`src/rtl/hazard_ctrl.sv`:
```
// Pipeline hazard controller: stall/bubble/flush generation plus a
// data-memory wait tracker with a timeout watchdog.
// Optional feature macro: HAZARD_PERF_EN adds stall/flush event counters.
module hazard_ctrl #(
  parameter int unsigned MEM_TIMEOUT = 16
) (
  input  logic        clk,
  input  logic        reset_n,
  input  logic [4:0]  ID_rs1,
  input  logic [4:0]  ID_rs2,
  input  logic        ID_use_rs1,
  input  logic        ID_use_rs2,
  input  logic        ID_EX_memread,
  input  logic [4:0]  ID_EX_rd,
  input  logic        EX_take,
  input  logic        EX_MEM_memreq,
  input  logic        dmem_ready,
  output logic        IF_stall,
  output logic        ID_stall,
  output logic        EX_stall,
  output logic        MEM_stall,
  output logic        ID_EX_bubble,
  output logic        IF_ID_flush,
  output logic        mem_timeout
`ifdef HAZARD_PERF_EN
  ,
  output logic [31:0] perf_stall_cnt,
  output logic [31:0] perf_flush_cnt
`endif
);

  localparam int unsigned CW = $clog2(MEM_TIMEOUT + 1);

  typedef enum logic [1:0] {
    S_RUN  = 2'd0,
    S_WAIT = 2'd1,
    S_HALT = 2'd2
  } state_t;

  state_t          state, state_nx;
  logic [CW-1:0]   wait_cnt, wait_cnt_nx;
  logic            mem_timeout_nx;
  logic            memwait;
  logic            loaduse;

  // Hazard detection terms
  always_comb begin
    memwait = EX_MEM_memreq & ~dmem_ready;
    loaduse = ID_EX_memread & (ID_EX_rd != 5'd0) &
              ((ID_use_rs1 & (ID_rs1 == ID_EX_rd)) |
               (ID_use_rs2 & (ID_rs2 == ID_EX_rd)));
  end

  // State, wait counter and sticky timeout flag
  always_ff @(posedge clk or negedge reset_n) begin
    if (!reset_n) begin
      state       <= S_RUN;
      wait_cnt    <= '0;
      mem_timeout <= 1'b0;
    end else begin
      state       <= state_nx;
      wait_cnt    <= wait_cnt_nx;
      mem_timeout <= mem_timeout_nx;
    end
  end

  // Next-state logic for the memory wait tracker
  always_comb begin
    state_nx       = state;
    wait_cnt_nx    = wait_cnt;
    mem_timeout_nx = mem_timeout;
    unique case (state)
      S_RUN: begin
        if (memwait) begin
          state_nx    = S_WAIT;
          wait_cnt_nx = CW'(1);
        end
      end
      S_WAIT: begin
        if (!memwait) begin
          state_nx    = S_RUN;
          wait_cnt_nx = '0;
        end else if (wait_cnt == CW'(MEM_TIMEOUT - 1)) begin
          state_nx       = S_HALT;
          mem_timeout_nx = 1'b1;
        end else begin
          wait_cnt_nx = wait_cnt + CW'(1);
        end
      end
      S_HALT: begin
        state_nx = S_HALT;
      end
      default: begin
        state_nx    = S_RUN;
        wait_cnt_nx = '0;
      end
    endcase
  end

  // Prioritised pipeline controls; all forced low while in reset
  always_comb begin
    IF_stall     = 1'b0;
    ID_stall     = 1'b0;
    EX_stall     = 1'b0;
    MEM_stall    = 1'b0;
    ID_EX_bubble = 1'b0;
    IF_ID_flush  = 1'b0;
    if (reset_n) begin
      if ((state == S_HALT) || memwait) begin
        IF_stall  = 1'b1;
        ID_stall  = 1'b1;
        EX_stall  = 1'b1;
        MEM_stall = 1'b1;
      end else if (EX_take) begin
        // Dependent instruction in ID is discarded, so load-use is moot
        IF_ID_flush  = 1'b1;
        ID_EX_bubble = 1'b1;
      end else if (loaduse) begin
        IF_stall     = 1'b1;
        ID_stall     = 1'b1;
        ID_EX_bubble = 1'b1;
      end
    end
  end

`ifdef HAZARD_PERF_EN
  // Saturating counters of stall and flush cycles
  always_ff @(posedge clk or negedge reset_n) begin
    if (!reset_n) begin
      perf_stall_cnt <= '0;
      perf_flush_cnt <= '0;
    end else begin
      if (IF_stall && (perf_stall_cnt != 32'hFFFF_FFFF))
        perf_stall_cnt <= perf_stall_cnt + 32'd1;
      if (IF_ID_flush && (perf_flush_cnt != 32'hFFFF_FFFF))
        perf_flush_cnt <= perf_flush_cnt + 32'd1;
    end
  end
`endif

endmodule

```
`config.mk`:
```
export PLATFORM = sky130hd
export DESIGN_NAME = hazard_ctrl
export DESIGN_NICKNAME = d
export VERILOG_FILES = /design/src/rtl/hazard_ctrl.sv
export SDC_FILE = /design/constraint.sdc
export NUM_CORES = 1
export LEC_CHECK = 0
export CORE_UTILIZATION = 41
export CTS_BUF_LIST = sky130_fd_sc_hd__clkbuf_16
export DETAILED_ROUTE_END_ITERATION = 8
export PLACE_DENSITY = 0.82
export SYNTH_ARGS = -nofsm -noshare
export SYNTH_HDL_FRONTEND = slang
export SYNTH_SLANG_ARGS = --single-unit
export TNS_END_PERCENT = 5
```
`constraint.sdc`:
```
create_clock -name clk -period 4.2 [get_ports clk]
set_input_delay 0.63 -clock clk [delete_from_list [all_inputs] [get_ports clk]]
set_output_delay 0.63 -clock clk [all_outputs]
set_load 0.02 [all_outputs]
```
# [Word level (Yosys, flattened, before mapping)]
# Index checks and enable logic that the tools add are counted.
[word_totals] mem_bits_rw=0 elab_cells=46 latchBits=0 mem_bits_ro=0 out_inout_bits=7 ff_bits=8 mem_count=0 inputBits=23
[classes] n_bitwise=8 mul=0 eq_ne=8 add_sub_neg=1 n_div=0 reduce_logical=6 n_lt_le_gt_ge=0 shift=0 n_mux=20
[ops] cell="$mux 5" n=3
[ops] cell="$pmux 5 s3" n=1
[ops] cell="$mux 1" n=12
[ops] cell="$eq 5x5->1" n=2
[ops] cell="$mux 2" n=3
[ops] cell="$ne 3x3->1 const B" n=2
[ops] cell="$pmux 2 s3" n=1
[ops] cell="$reduce_and 3->1" n=2
[ops] cell="$add 5x1->5 const B" n=1
[ops] cell="$and 1x1->1" n=5
[ops] cell="$eq 5x4->1 const B" n=1
[ops] cell="$reduce_bool 5->1" n=1
[ops] cell="$eq 2x1->1 const B" n=1
[ops] cell="$eq 2x2->1 const B" n=1
[ops] cell="$logic_not 2->1" n=1
[ops] cell="$ne 2x2->1 const B" n=1
[ops] cell="$not 1->1" n=2
[ops] cell="$reduce_and 2->1" n=1
[ops] cell="$logic_or 1x1->1" n=1
[ops] cell="$or 1x1->1" n=1

# [Depth between registers and ports, before layout]
[logic_depth] ltp_word=8 depth_mapped=7 ltp_nobuf=7

# [Worst setup path before layout]
# OpenSTA, ideal clock, no wires.
[synth_timing] path_kind="input port to output port" startpoint="input port ID_EX_rd[3]" endpoint="output port IF_stall" required_ns=3.570 n_path_buf=1 slack_ns=1.455 t_arrival_ns=2.115 path_stages=5 path_cell_list="xor2_1 nor4_2 a32oi_1 o32ai_1 buf_4"
[synth_between] elab_chain_cells=8
[synth_lines] element="start, declared" line="14" rtl="input logic [4:0] ID_EX_rd,"
[synth_lines] element="$eq 5x5->1 (on tied branches)" line="50, 51"
[synth_lines] element="$and 1x1->1 (on tied branches)" line="50, 51"
[synth_lines] element="$or 1x1->1" line="50" rtl="((ID_use_rs1 & (ID_rs1 == ID_EX_rd)) |"
[synth_lines] element="$and 1x1->1 *" line="49" rtl="loaduse = ID_EX_memread & (ID_EX_rd != 5'd0) &"
[synth_lines] element="$mux 1 * (4 in a row)"
[synth_lines] element="end, declared" line="18" rtl="output logic IF_stall,"
# Mark *: on every way between the ends. The rest lies on a longest branch, timed or not.

# [Worst setup path in the final report]
[layout_timing] startpoint="input port ID_EX_rd[2]" endpoint="output port ID_stall"
[layout_between] elab_chain_cells=8
[layout_lines] element="$eq 5x5->1 (on tied branches)" line="50, 51"
[layout_lines] element="$and 1x1->1 (on tied branches)" line="50, 51"
[layout_lines] element="$or 1x1->1" line="50"
[layout_lines] element="$and 1x1->1 *" line="49"
[layout_lines] element="$mux 1 *" line="118" rtl="end else if (loaduse) begin"
[layout_lines] element="$mux 1 *" line="114" rtl="end else if (EX_take) begin"
[layout_lines] element="$mux 1 *" line="109" rtl="if ((state == S_HALT) || memwait) begin"
[layout_lines] element="$mux 1 *" line="108" rtl="if (reset_n) begin"
[layout_lines] element="end, declared" line="19" rtl="output logic ID_stall,"
# Marks and branches as above.

==> impl_metrics.tcl <==
set metrics [dict create \
    grt_overflow_total 0 \
    drc 0 \
    p_int_mw 0.2379 \
    power.share.switching 0.2120 \
    fin_crit_ns 3.394 \
    synth_area_um2 598.1 \
    path_delay_family "buffers and inverters" \
    final_cells 112 \
    grt_pass1_vias 542 \
    grt_pass1_wl_um 2263 \
    leakagePower_nw 0.4022 \
    pwr_density_cell_nw_per_um2 313.3 \
    path_class "input port to primary output" \
    ios 30 \
    gp_congestion 0.7223 \
    die_height_um 40.20 \
    required_ns 3.57 \
    crit_chain "clkdlybuf4s50_1 -> xor2_1 -> nor4_2 -> a32oi_1 -> o32ai_1 -> clkdlybuf4s50_1" \
    end_kind "primary output" \
    cts_setup_buffers 0 \
    cts_tree "built" \
    fmax_mhz 294.7 \
    ys_types 30 \
    syn-num-nets 93 \
    multi_input_area_um2 367.9 \
    rows 13 \
    path_max_fanout 3 \
    critPathBufInv 2 \
    vias_per_cell 5.446 \
    drt_iter0_markers 11 \
    dp_cells 109 \
    clockBufferDepth 2 \
    nFillCells 111 \
    die_area_um2 1616 \
    clkTransAtPathRegs_ns 0.04 \
    cp.arrival_ns 2.76 \
    drtPass1Iterations 4 \
    htreeDepth 1 \
    wl_per_cell_um 13.86 \
    finalMaxSlewViolations 0 \
    async_reset_ff_frac 1.000 \
    worst_slew_pin_slew_ns 0.4784 \
    ff_latch_area_um2 200.2 \
    tns_ns 0 \
    cpMostUsedCell "clkdlybuf4s50_1" \
    power_mw 0.3019 \
    cts_sinks 8 \
    seq_power_share 0.279 \
    nNetsFinal 124 \
    finalCritPeriodShare 0.8080 \
    grt_usage 0.2231 \
    drive_gt1_frac 0.06186 \
    diodes 0 \
    grt_max_degree 13 \
    numCtsBuffers 3 \
    cpPeakStageDelay_ns 0.68 \
    start_util 0.4484 \
    cts-root-buf "clkbuf_16" \
    vias 610 \
    clockPowerShare 0.527 \
    cts-resized-gates 0 \
    ir_worst_vdd_mv 0.2480 \
    synthToLayoutAreaGrowth_pct 61.09 \
    setup_violations 0 \
    max_slew_margin 0.6800 \
    ys_warn_count 0 \
    critPathSlowestCell "clkdlybuf4s50_1" \
    synth_edf_count 0 \
    synth-seq-area-share 0.3347 \
    clk_latency_ns 0.23 \
    hold_ws_ns 0.4768 \
    drt_wl_total_um 1552 \
    avgSynthCellArea_um2 8.795 \
    switching_power_mw 0.06400 \
    min_path_type "register to register" \
    comb_power_share 0.193 \
    coreArea_um2 1334 \
    fin_skew_ns 0.0002705 \
    detailedPlacementHpwl_um 1221 \
    postRouteAntennaNets 0 \
    rsz0062_at_grt "false" \
    cts_hold_buf 0 \
    die_w_um 40.20 \
    hold_viol_final 0 \
    synth-main-ff-cell "dfrtp_1" \
    reg2reg_setup_slack_ns 2.50 \
    synth-seq-cells 8 \
    drv_cap 0 \
    final_core_util 0.7223 \
    antenna_found_initial 0 \
    portBuffers 29 \
    run_status "finished clean" \
    startpoint_type "input port" \
    synth_cells 68 \
]
==> cell usage in the layout (no fill, tap or decap) <==
cell type,instances
or2_2,1
nand4b_1,1
ha_1,2
o22ai_1,2
o21bai_1,1
nand2b_1,3
and2_0,1
o21ai_0,3
and2_1,1
o32ai_1,1
xnor2_1,3
a32oi_1,1
and3_1,2
clkbuf_16,3
a2bb2oi_1,1
a21oi_1,1
nor2_1,3
nor3_1,1
mux2_2,1
dfrtp_1,8
nor2b_1,1
nor4_2,1
o31ai_1,1
nor4_1,1
xor2_1,9
nand2_1,7
inv_1,3
clkdlybuf4s50_1,29
nand3_1,4
nand4_1,1
==> through the flow <==
step / instance area (um^2) / setup slack (ns)
global route: 963.4 / 0.6876
detailed placement: 888.4 / 0.7957
floorplan: 598.1 / 1.455
global placement: 888.4 / 0.8415
finish: 963.4 / 0.8064
CTS: 963.4 / 0.7912
==> cells by family (layout without fill, tap and decap cells) <==
group           after synthesis  in the layout  share of synthesized area
simple gates                 28             28                     0.2553
xor+xnor                     12             12                     0.1757
compound gates               11             11                     0.1234
mux                           1              1                    0.01883
flops                         8              8                     0.3347
buf+inv                       6             35                    0.05019
fa+ha+maj                     2              2                    0.04183
==> cells in the mapped netlist (all sizes together), types with 3 or more instances <==
cell    count  area share
xor2        9        0.13
dfrtp       8        0.33
nand2       7       0.044
nand3       4       0.033
inv         3       0.019
nand2b      3       0.031
nor2        3       0.019
o21ai       3       0.025
xnor2       3       0.044
==> final cells by class <==
| type | count | share of cell area |
|---|---|---|
| Multi-Input combinational cell | 54 | 0.3818 |
| Timing Repair Buffer | 29 | 0.3013 |
| Sequential cell | 8 | 0.2078 |
| Clock buffer | 3 | 0.07792 |
| Tap cell | 15 | 0.01948 |
| Inverter | 3 | 0.01169 |
==> metal layers <==
layer  up-vias  track usage  routed length (um)  share of wire
met4         0      0.07500                  19          0.012
met2        24       0.3911                 770           0.50
met3         5       0.1056                 173           0.11
li1        297            -                   -              -
met1       284       0.2321                 588           0.38
met5         -            0                   0              0
==> registers in the layout (all words and copies together) (netlist names) <==
name and cells:
wait_cnt 5, state 2, mem_timeout 1
==> path summary, 6_finish.rpt <==
kind                            cells after the start                     from                      end
worst max-delay path                                6              ID_EX_rd[2]                 ID_stall
worst min-delay path                                1  mem_timeout$_DFFE_PN0P_  mem_timeout$_DFFE_PN0P_
worst max register to register                      6  wait_cnt[0]$_DFFE_PN0P_  wait_cnt[3]$_DFFE_PN0P_
worst min register to register                      1  mem_timeout$_DFFE_PN0P_  mem_timeout$_DFFE_PN0P_
max in group asynchronous                           1                  reset_n  mem_timeout$_DFFE_PN0P_
min in group asynchronous                           1                  reset_n  wait_cnt[3]$_DFFE_PN0P_
==> worst reg2reg max path: stages (launching register included) <==
cell,delay [ns]
dfrtp_1,0.41
ha_1,0.22
and3_1,0.19
ha_1,0.26
nand4b_1,0.22
xor2_1,0.16
o22ai_1,0.16
==> power by group through the flow <==
stage	registers [mW]	clock network (mW)	logic (mW)
after global placement	0.0846	0	0.0570
after global routing	0.0849	0.165	0.0633
after detailed placement	0.0852	0	0.0587
after CTS	0.0843	0.160	0.0590
after floorplan	0.0831	0	0.0267
final	0.0843	0.159	0.0584
Note: power is estimated with default switching activity, not from simulation.
